$ cat src/rtl/fpnew_pkg.sv
// Shared FP definitions used by the non-computational output stage.
// Contents:
//   fp_format_e  - supported floating-point formats
//   fp_width()   - bit width of a given format
//   status_t     - IEEE exception flags NV, DZ, OF, UF, NX (NV is the MSB)
//   classmask_e  - one-hot CLASSIFY result encoding (10 bits)
package fpnew_pkg;

    typedef enum logic [2:0] {
        FP32    = 3'd0,
        FP64    = 3'd1,
        FP16    = 3'd2,
        FP8     = 3'd3,
        FP16ALT = 3'd4
    } fp_format_e;

    function automatic int unsigned fp_width(fp_format_e fmt);
        case (fmt)
            FP32:    return 32;
            FP64:    return 64;
            FP16:    return 16;
            FP8:     return 8;
            FP16ALT: return 16;
            default: return 32;
        endcase
    endfunction

    typedef struct packed {
        logic NV;
        logic DZ;
        logic OF;
        logic UF;
        logic NX;
    } status_t;

    typedef enum logic [9:0] {
        NEGINF     = 10'h001,
        NEGNORM    = 10'h002,
        NEGSUBNORM = 10'h004,
        NEGZERO    = 10'h008,
        POSZERO    = 10'h010,
        POSSUBNORM = 10'h020,
        POSNORM    = 10'h040,
        POSINF     = 10'h080,
        SNAN       = 10'h100,
        QNAN       = 10'h200
    } classmask_e;

endpackage

$ cat src/rtl/fpnew_noncomp_out_stage.sv
// Output pipeline stage for the non-computational FP unit (SGNJ / MINMAX /
// CMP / CLASSIFY). The classification mask is folded into the result word
// before the first register, then result, status, extension bit, tag and aux
// travel through NumPipeRegs valid/ready register stages (0 = passthrough).
//
// Optional feature (macro FPNEW_NONCOMP_STICKY_STATUS_EN):
//   defined   - status_sticky_o accumulates status_o over every output
//               handshake; clear_sticky_i clears it.
//   undefined - status_sticky_o is tied to 0, clear_sticky_i is ignored.
//
// Ports:
//   clk_i, rst_i          clock, synchronous active-high reset
//   result_i .. aux_i     upstream payload, is_class_i selects the class mask
//   in_valid_i/in_ready_o upstream handshake
//   flush_i               drops every in-flight op (and the op offered now)
//   result_o .. aux_o     downstream payload
//   out_valid_o/out_ready_i downstream handshake
//   busy_o                any stage holds a valid op
//   status_sticky_o       accumulated flags, clear_sticky_i clears them
module fpnew_noncomp_out_stage #(
    parameter fpnew_pkg::fp_format_e FpFormat    = fpnew_pkg::fp_format_e'(0),
    parameter type                   TagType     = logic,
    parameter type                   AuxType     = logic,
    parameter int unsigned           NumPipeRegs = 1,
    localparam int unsigned          WIDTH       = fpnew_pkg::fp_width(FpFormat)
) (
    input  logic                   clk_i,
    input  logic                   rst_i,
    input  logic [WIDTH-1:0]       result_i,
    input  fpnew_pkg::status_t     status_i,
    input  logic                   extension_bit_i,
    input  fpnew_pkg::classmask_e  class_mask_i,
    input  logic                   is_class_i,
    input  TagType                 tag_i,
    input  AuxType                 aux_i,
    input  logic                   in_valid_i,
    output logic                   in_ready_o,
    input  logic                   flush_i,
    output logic [WIDTH-1:0]       result_o,
    output fpnew_pkg::status_t     status_o,
    output logic                   extension_bit_o,
    output TagType                 tag_o,
    output AuxType                 aux_o,
    output logic                   out_valid_o,
    input  logic                   out_ready_i,
    output logic                   busy_o,
    output fpnew_pkg::status_t     status_sticky_o,
    input  logic                   clear_sticky_i
);

    typedef struct packed {
        logic [WIDTH-1:0]   result;
        fpnew_pkg::status_t status;
        logic               ext_bit;
        TagType             tag;
        AuxType             aux;
    } payload_t;

    payload_t         in_payload;
    payload_t         out_payload;
    logic             out_valid;
    logic [9:0]       class_bits;
    logic [WIDTH-1:0] class_word;

    // The size cast zero-extends for wide formats and keeps only the low
    // WIDTH bits for formats narrower than the 10-bit mask.
    assign class_bits = class_mask_i;
    assign class_word = WIDTH'(class_bits);

    always_comb begin
        in_payload.result  = result_i;
        in_payload.status  = status_i;
        in_payload.ext_bit = extension_bit_i;
        in_payload.tag     = tag_i;
        in_payload.aux     = aux_i;
        if (is_class_i) begin
            in_payload.result  = class_word;
            in_payload.ext_bit = 1'b0;
        end
    end

    if (NumPipeRegs == 0) begin : g_passthrough

        logic unused_seq;

        assign out_payload = in_payload;
        assign out_valid   = in_valid_i;
        assign in_ready_o  = out_ready_i;
        assign busy_o      = 1'b0;
        assign unused_seq  = ^{clk_i, rst_i, flush_i};

    end else begin : g_pipeline

        logic     [NumPipeRegs-1:0] stage_valid_q;
        payload_t                   stage_data_q [NumPipeRegs];
        logic     [NumPipeRegs:0]   stage_ready;
        logic     [NumPipeRegs:0]   chain_valid;
        payload_t                   chain_data   [NumPipeRegs+1];

        // chain_* index k is the upstream side of stage k; index N is the
        // output. Only register outputs feed the chain, so no comb loops.
        assign chain_valid = {stage_valid_q, in_valid_i};

        always_comb begin
            chain_data[0] = in_payload;
            for (int k = 0; k < NumPipeRegs; k++) begin
                chain_data[k+1] = stage_data_q[k];
            end
        end

        // A stage can take a new op when it is empty or its own op leaves.
        always_comb begin
            stage_ready              = '0;
            stage_ready[NumPipeRegs] = out_ready_i;
            for (int k = NumPipeRegs - 1; k >= 0; k--) begin
                stage_ready[k] = stage_ready[k+1] | ~stage_valid_q[k];
            end
        end

        // Flush only kills valid bits; the payload left behind is harmless.
        always_ff @(posedge clk_i) begin
            if (rst_i) begin
                stage_valid_q <= '0;
                for (int k = 0; k < NumPipeRegs; k++) begin
                    stage_data_q[k] <= '0;
                end
            end else begin
                for (int k = 0; k < NumPipeRegs; k++) begin
                    if (flush_i) begin
                        stage_valid_q[k] <= 1'b0;
                    end else if (stage_ready[k]) begin
                        stage_valid_q[k] <= chain_valid[k];
                    end
                    if (chain_valid[k] && stage_ready[k]) begin
                        stage_data_q[k] <= chain_data[k];
                    end
                end
            end
        end

        assign out_payload = chain_data[NumPipeRegs];
        assign out_valid   = chain_valid[NumPipeRegs];
        assign in_ready_o  = stage_ready[0];
        assign busy_o      = |stage_valid_q;

    end

    assign result_o        = out_payload.result;
    assign status_o        = out_payload.status;
    assign extension_bit_o = out_payload.ext_bit;
    assign tag_o           = out_payload.tag;
    assign aux_o           = out_payload.aux;
    assign out_valid_o     = out_valid;

`ifdef FPNEW_NONCOMP_STICKY_STATUS_EN
    fpnew_pkg::status_t sticky_q;
    logic               out_handshake;

    assign out_handshake = out_valid & out_ready_i;

    // A clear coinciding with a delivery restarts from that delivery's flags.
    always_ff @(posedge clk_i) begin
        if (rst_i) begin
            sticky_q <= '0;
        end else if (clear_sticky_i) begin
            sticky_q <= out_handshake ? out_payload.status : '0;
        end else if (out_handshake) begin
            sticky_q <= fpnew_pkg::status_t'(sticky_q | out_payload.status);
        end
    end

    assign status_sticky_o = sticky_q;
`else
    logic unused_clear;

    assign status_sticky_o = '0;
    assign unused_clear    = clear_sticky_i;
`endif

endmodule

$ cat config.mk
export PLATFORM = sky130hd
export DESIGN_NAME = fpnew_noncomp_out_stage
export DESIGN_NICKNAME = d
export VERILOG_FILES = /design/src/rtl/fpnew_pkg.sv /design/src/rtl/fpnew_noncomp_out_stage.sv
export SDC_FILE = /design/constraint.sdc
export NUM_CORES = 1
export LEC_CHECK = 0
export CAP_MARGIN = 30
export CORE_ASPECT_RATIO = 1.25
export CORE_MARGIN = 5
export CORE_UTILIZATION = 45
export DETAILED_ROUTE_END_ITERATION = 8
export PLACE_DENSITY = 0.87
export RECOVER_POWER = 100
export SLEW_MARGIN = 20
export SYNTH_ARGS = -nofsm -noshare
export SYNTH_HDL_FRONTEND = slang
export SYNTH_SLANG_ARGS = --single-unit
$ cat constraint.sdc
create_clock -name clk_i -period 3.6 [get_ports clk_i]
set_input_delay 0.54 -clock clk_i [delete_from_list [all_inputs] [get_ports clk_i]]
set_output_delay 0.54 -clock clk_i [all_outputs]
set_load 0.05 [all_outputs]
# --- Word level (Yosys, flattened, before mapping) ---
# Memories as Yosys holds them, arrays and structs flattened.
# Index checks and enable logic that the tools add are counted.
# Widths: inputs -> output; s select.
op_classes:
  mux: 9
  reduce_logical: 3
  bitwise_logic: 2
ops:
  columns: ["cell", "count"]
  rows:
  - ["$mux 40", 1]
  - ["$reduce_or 40->1", 1]
  - ["$mux 32", 1]
  - ["$mux 1", 7]
  - ["$reduce_or 2->1", 1]
  - ["$logic_and 1x1->1", 1]
  - ["$not 1->1", 1]
  - ["$or 1x1->1", 1]
word_totals:
  output_inout_bits: 48
  input_bits: 57
  register_bits: 1
  wordCells: 16
  ram_bits: 40
  mem_count: 1
mem_list:
  columns: ["memory", "depth", "word_bits", "rd", "rd_ports_with_merged_regs", "wr", "line", "rtl"]
  rows:
  - ["g_pipeline.stage_data_q", 1, 40, 1, 0, 1, "fpnew_noncomp_out_stage.sv:95", "payload_t stage_data_q [NumPipeRegs];"]

# --- Longest topological paths before layout ---
logic_depth:
  depth_word: 8
  mapped_depth: 4
  depth_no_buf: 3

# --- Worst setup path after synthesis ---
# Ideal clock, no wire load.
synth_path:
  path_kind: "register to register"
  start: "register g_pipeline.stage_valid_q, in the netlist busy_o"
  end: "memory g_pipeline.stage_data_q[0][0] in the netlist's numbering (enable)"
  setup_slack_ps: 1131
  arrival_ps: 2073
  synth_period_minus_slack_ps: 2469
  stages_incl_launch_ff: 5
  t_required_ps: 3204
  path_buffers: 1
  path_cell_list: "dfxtp_1 > nor2b_4 > buf_6 > inv_1 > a21o_1"
synth_between:
  elab_chain_cells: 8
synth_rtl:
  columns: ["item", "line", "rtl"]
  rows:
  - ["start, declared", "fpnew_noncomp_out_stage.sv:94", "logic [NumPipeRegs-1:0] stage_valid_q;"]
  - ["start signal, assigned by index", "fpnew_noncomp_out_stage.sv:132", "stage_valid_q[k] <= chain_valid[k];"]
  - ["$not 1->1 (*)", "fpnew_noncomp_out_stage.sv:116", "stage_ready[k] = stage_ready[k+1] | ~stage_valid_q[k];"]
  - ["$or 1x1->1 (*)", "fpnew_noncomp_out_stage.sv:116", null]
  - ["named net in_ready_o", "fpnew_noncomp_out_stage.sv:37", "output logic in_ready_o,"]
  - ["$logic_and 1x1->1 (*)", "fpnew_noncomp_out_stage.sv:134", "if (chain_valid[k] && stage_ready[k]) begin"]
  - ["$mux 1 (*)", "fpnew_noncomp_out_stage.sv:134", null]
  - ["$mux 1 (*)", "fpnew_noncomp_out_stage.sv:122", "if (rst_i) begin"]
  - ["$mux 1 (not written as such) (*)", "fpnew_noncomp_out_stage.sv:135", "stage_data_q[k] <= chain_data[k];"]
  - ["$reduce_or 40->1 (no source line)", null, null]
  - ["$mux 1 (no source line) (*)", null, null]
  - ["end, declared", "fpnew_noncomp_out_stage.sv:95", null]
# Mark *: on every way through the listed nets, which the timed path passes. The rest lies on a longest branch.

# --- Worst setup path in the final report ---
layout_path:
  start: "input port out_ready_i"
  end: "output port in_ready_o"
layout_between:
  elab_chain_cells: 1
layout_rtl:
  columns: ["item", "line", "rtl"]
  rows:
  - ["start, declared", "fpnew_noncomp_out_stage.sv:45", "input logic out_ready_i,"]
  - ["$or 1x1->1", "fpnew_noncomp_out_stage.sv:116", null]
  - ["end, declared", "fpnew_noncomp_out_stage.sv:37", null]
# Every way passes these cells.

==> flow_metrics.env <==
export IMPL_routedWlPerCell_um=16.46
export IMPL_nets=268
export IMPL_violations="max-capacitance violations, max-slew violations"
export IMPL_crit_chain="dlygate4sd3_1, nor2b_1, inv_1, dlygate4sd3_1"
export IMPL_status="complete, but fails checks"
export IMPL_rsz0062_at_grt="no"
export IMPL_clkLatencyLatePin_ns=0.28
export IMPL_synth_cell_types=17
export IMPL_worst_endpoint_required_ns=3.06
export IMPL_die_h_um=89.25
export IMPL_reg2regPathDepth=3
export IMPL_worst_path_max_delay_cell="dlygate4sd3_1"
export IMPL_rrSetupSlack_ns=1.47
export IMPL_worstSetupStartpointType="primary input"
export IMPL_fmax_ghz=0.3812
export IMPL_worstSetupPathType="primary input to output port"
export IMPL_drc=0
export IMPL_seq_area_frac_synth_pct=54.01
export IMPL_grtUsageTotal_pct=13.24
export IMPL_cp_arrival_ns=2.08
export IMPL_drtAntennaViolNets=0
export IMPL_grt_pass1_vias=1366
export IMPL_initial_core_util_pct=47.11
export IMPL_final_setup_tns_ns=0
export IMPL_first_pass_iters=4
export IMPL_vias_per_cell=4.849
export IMPL_ys_seq_elements=41
export IMPL_worst_path_stages=4
export IMPL_crit_end="in_ready_o"
export IMPL_yosys_warnings=0
export IMPL_slew_headroom_pct=-4.912
export IMPL_htree_levels=2
export IMPL_core_area_mm2=0.004800
export IMPL_final_layout_size_suffix_gt1_share_pct=6.132
export IMPL_vias=1319
export IMPL_cp_end_kind="output port"
export IMPL_syn_avg_cell_area_um2=14.68
export IMPL_cts_resized=0
export IMPL_rows=28
export IMPL_cts_clk_slew_worst_paths_ns=0.08
export IMPL_layout_commonest_cell="clkdlybuf4s50_1"
export IMPL_reg2reg_to="g_pipeline.stage_data_q[0][17]"
export IMPL_ios=105
export IMPL_critical_path_top_delay_family="buffers and inverters"
export IMPL_synth_area_mm2=0.002261
export IMPL_grt_pass1_wl_um=6520
export IMPL_post_dp_hpwl_um=3266
export IMPL_p_leak_nw=1.102
export IMPL_dieWidth_um=73.40
export IMPL_r2r_start="busy_o"
export IMPL_antenna_cells=0
export IMPL_synth_area_top_cells="edfxtp_1, buf_4, nor4b_2"
export IMPL_grt_overflow_total=0
export IMPL_synth_area_leader_cell="edfxtp_1"
export IMPL_peakVddDrop_mv=0.2351
export IMPL_crit_top_cell="dlygate4sd3_1"
export IMPL_antenna_found_initial=0
export IMPL_place_inst=264
export IMPL_cts_root_buf="clkbuf_8"
export IMPL_powerDensity_mw_per_mm2=398.4
export IMPL_fin_skew_ns=0.004985
export IMPL_drt_iter0_drc=80
export IMPL_postCtsHoldBufs=0
export IMPL_postSynthCellCount=154
export IMPL_hold_viol_final=0
export IMPL_postCtsSetupRepairBufs=0
export IMPL_gp_congestion=0.6850
export IMPL_finalCritPeriodShare_pct=72.86
export IMPL_cts_buffer_depth=2
export IMPL_hp_class="primary input to flip-flop"
export IMPL_finalSetupViolCount=0
export IMPL_cts_buffers=5
export IMPL_design_die_area_mm2=0.006551
export IMPL_layout_common_cells="clkdlybuf4s50_1, dlygate4sd3_1, edfxtp_1"
export IMPL_crit_buf_inv=3
export IMPL_fin_crit_ns=2.623
export IMPL_routed_wl_um=4478
export IMPL_critical_path_max_stage_delay_ns=0.76
export IMPL_final_cell_count_no_fill=272
export IMPL_synth_top_cell_area_share_pct=53.13
export IMPL_final_core_util_pct=59.78
export IMPL_io_buffers=98
export IMPL_final_max_slew_viol_count=41
export IMPL_critPathLaunch="out_ready_i"
export IMPL_worst_pin_slew_ns=1.574
export IMPL_syn_to_final_growth_pct=26.90
export IMPL_cts_tree="done"
export IMPL_crit_path_max_fanout=2
export IMPL_maxCapViolations=1
export IMPL_min_delay_start="is_class_i"
export IMPL_grt_max_degree=42
export IMPL_cts_num_sinks=41
[worst min path at each step]
stage / end / slack [ns] / depth (start not counted)
after detailed placement: busy_o / 1.04 / 3
after CTS: busy_o / 0.87 / 3
after global routing: g_pipeline.stage_data_q[0][31] / 0.84 / 2
after global placement: busy_o / 1.03 / 3
after floorplan: busy_o / 0.66 / 1
final: g_pipeline.stage_data_q[0][31] / 0.82 / 2
[registers in the layout, indices dropped and copies added (netlist names)]
| register | cells |
|---|---|
| g_pipeline.stage_data_q | 40 |
| busy_o | 1 |
[layout make-up]
type	instances	area, um^2
clock buffer	5	68.82
clock inverter	3	12.51
fill	421	1931
inverter	1	3.754
multi-input combinational	60	471.7
sequential	41	1221
tap	60	75.07
timing repair buffer	102	1016
[layer usage]
metal	vias to the layer above	track usage, %	wire (um)
met4	0	4.448	53
met2	68	23.68	2345
li1	633	-	-
met3	5	4.949	469
met5	-	0	0
met1	613	14.34	1610
[logic make-up (layout without fill, tap and decap cells)]
family          after synthesis  after routing  share of synthesized area (%)
compound gates                2              2                         0.6643
buf+inv                      57            111                          19.09
flops                        41             41                          54.01
mux                          10             10                          4.427
other cells                   1              5                         0.1659
simple gates                 43             43                          21.64
[cell usage after synthesis]
| cell | instances |
|---|---|
| conb_1 | 1 |
| nand2b_1 | 1 |
| inv_1 | 1 |
| buf_4 | 44 |
| dfxtp_1 | 1 |
| buf_6 | 6 |
| nor4b_2 | 21 |
| nor2_1 | 1 |
| a21o_1 | 1 |
| nor3b_1 | 7 |
| o21a_1 | 1 |
| buf_2 | 6 |
| edfxtp_1 | 40 |
| nor3_1 | 10 |
| nor2b_4 | 1 |
| nor4b_4 | 2 |
| mux2i_1 | 10 |
[where the power goes]
group / switching, mW / internal, mW / leakage (nW)
combinational: 0.185 / 0.112 / 0.611
clock: 0.149 / 0.131 / 0.0430
sequential: 0.00687 / 0.559 / 0.448
[through the flow]
stage                     worst slack, ns  power, mW  hold WS, ns  area, um^2
final                              0.9769      1.143       0.8229        2869
after global routing               0.8814      1.182       0.8409        2869
after CTS                           1.088      1.179       0.8653        3027
after detailed placement            1.097     0.9013        1.041        2945
after global placement              1.101     0.8929        1.029        2925
after floorplan                     1.131     0.8132       0.6638        2276
Note: power is estimated with default switching activity, not from simulation.
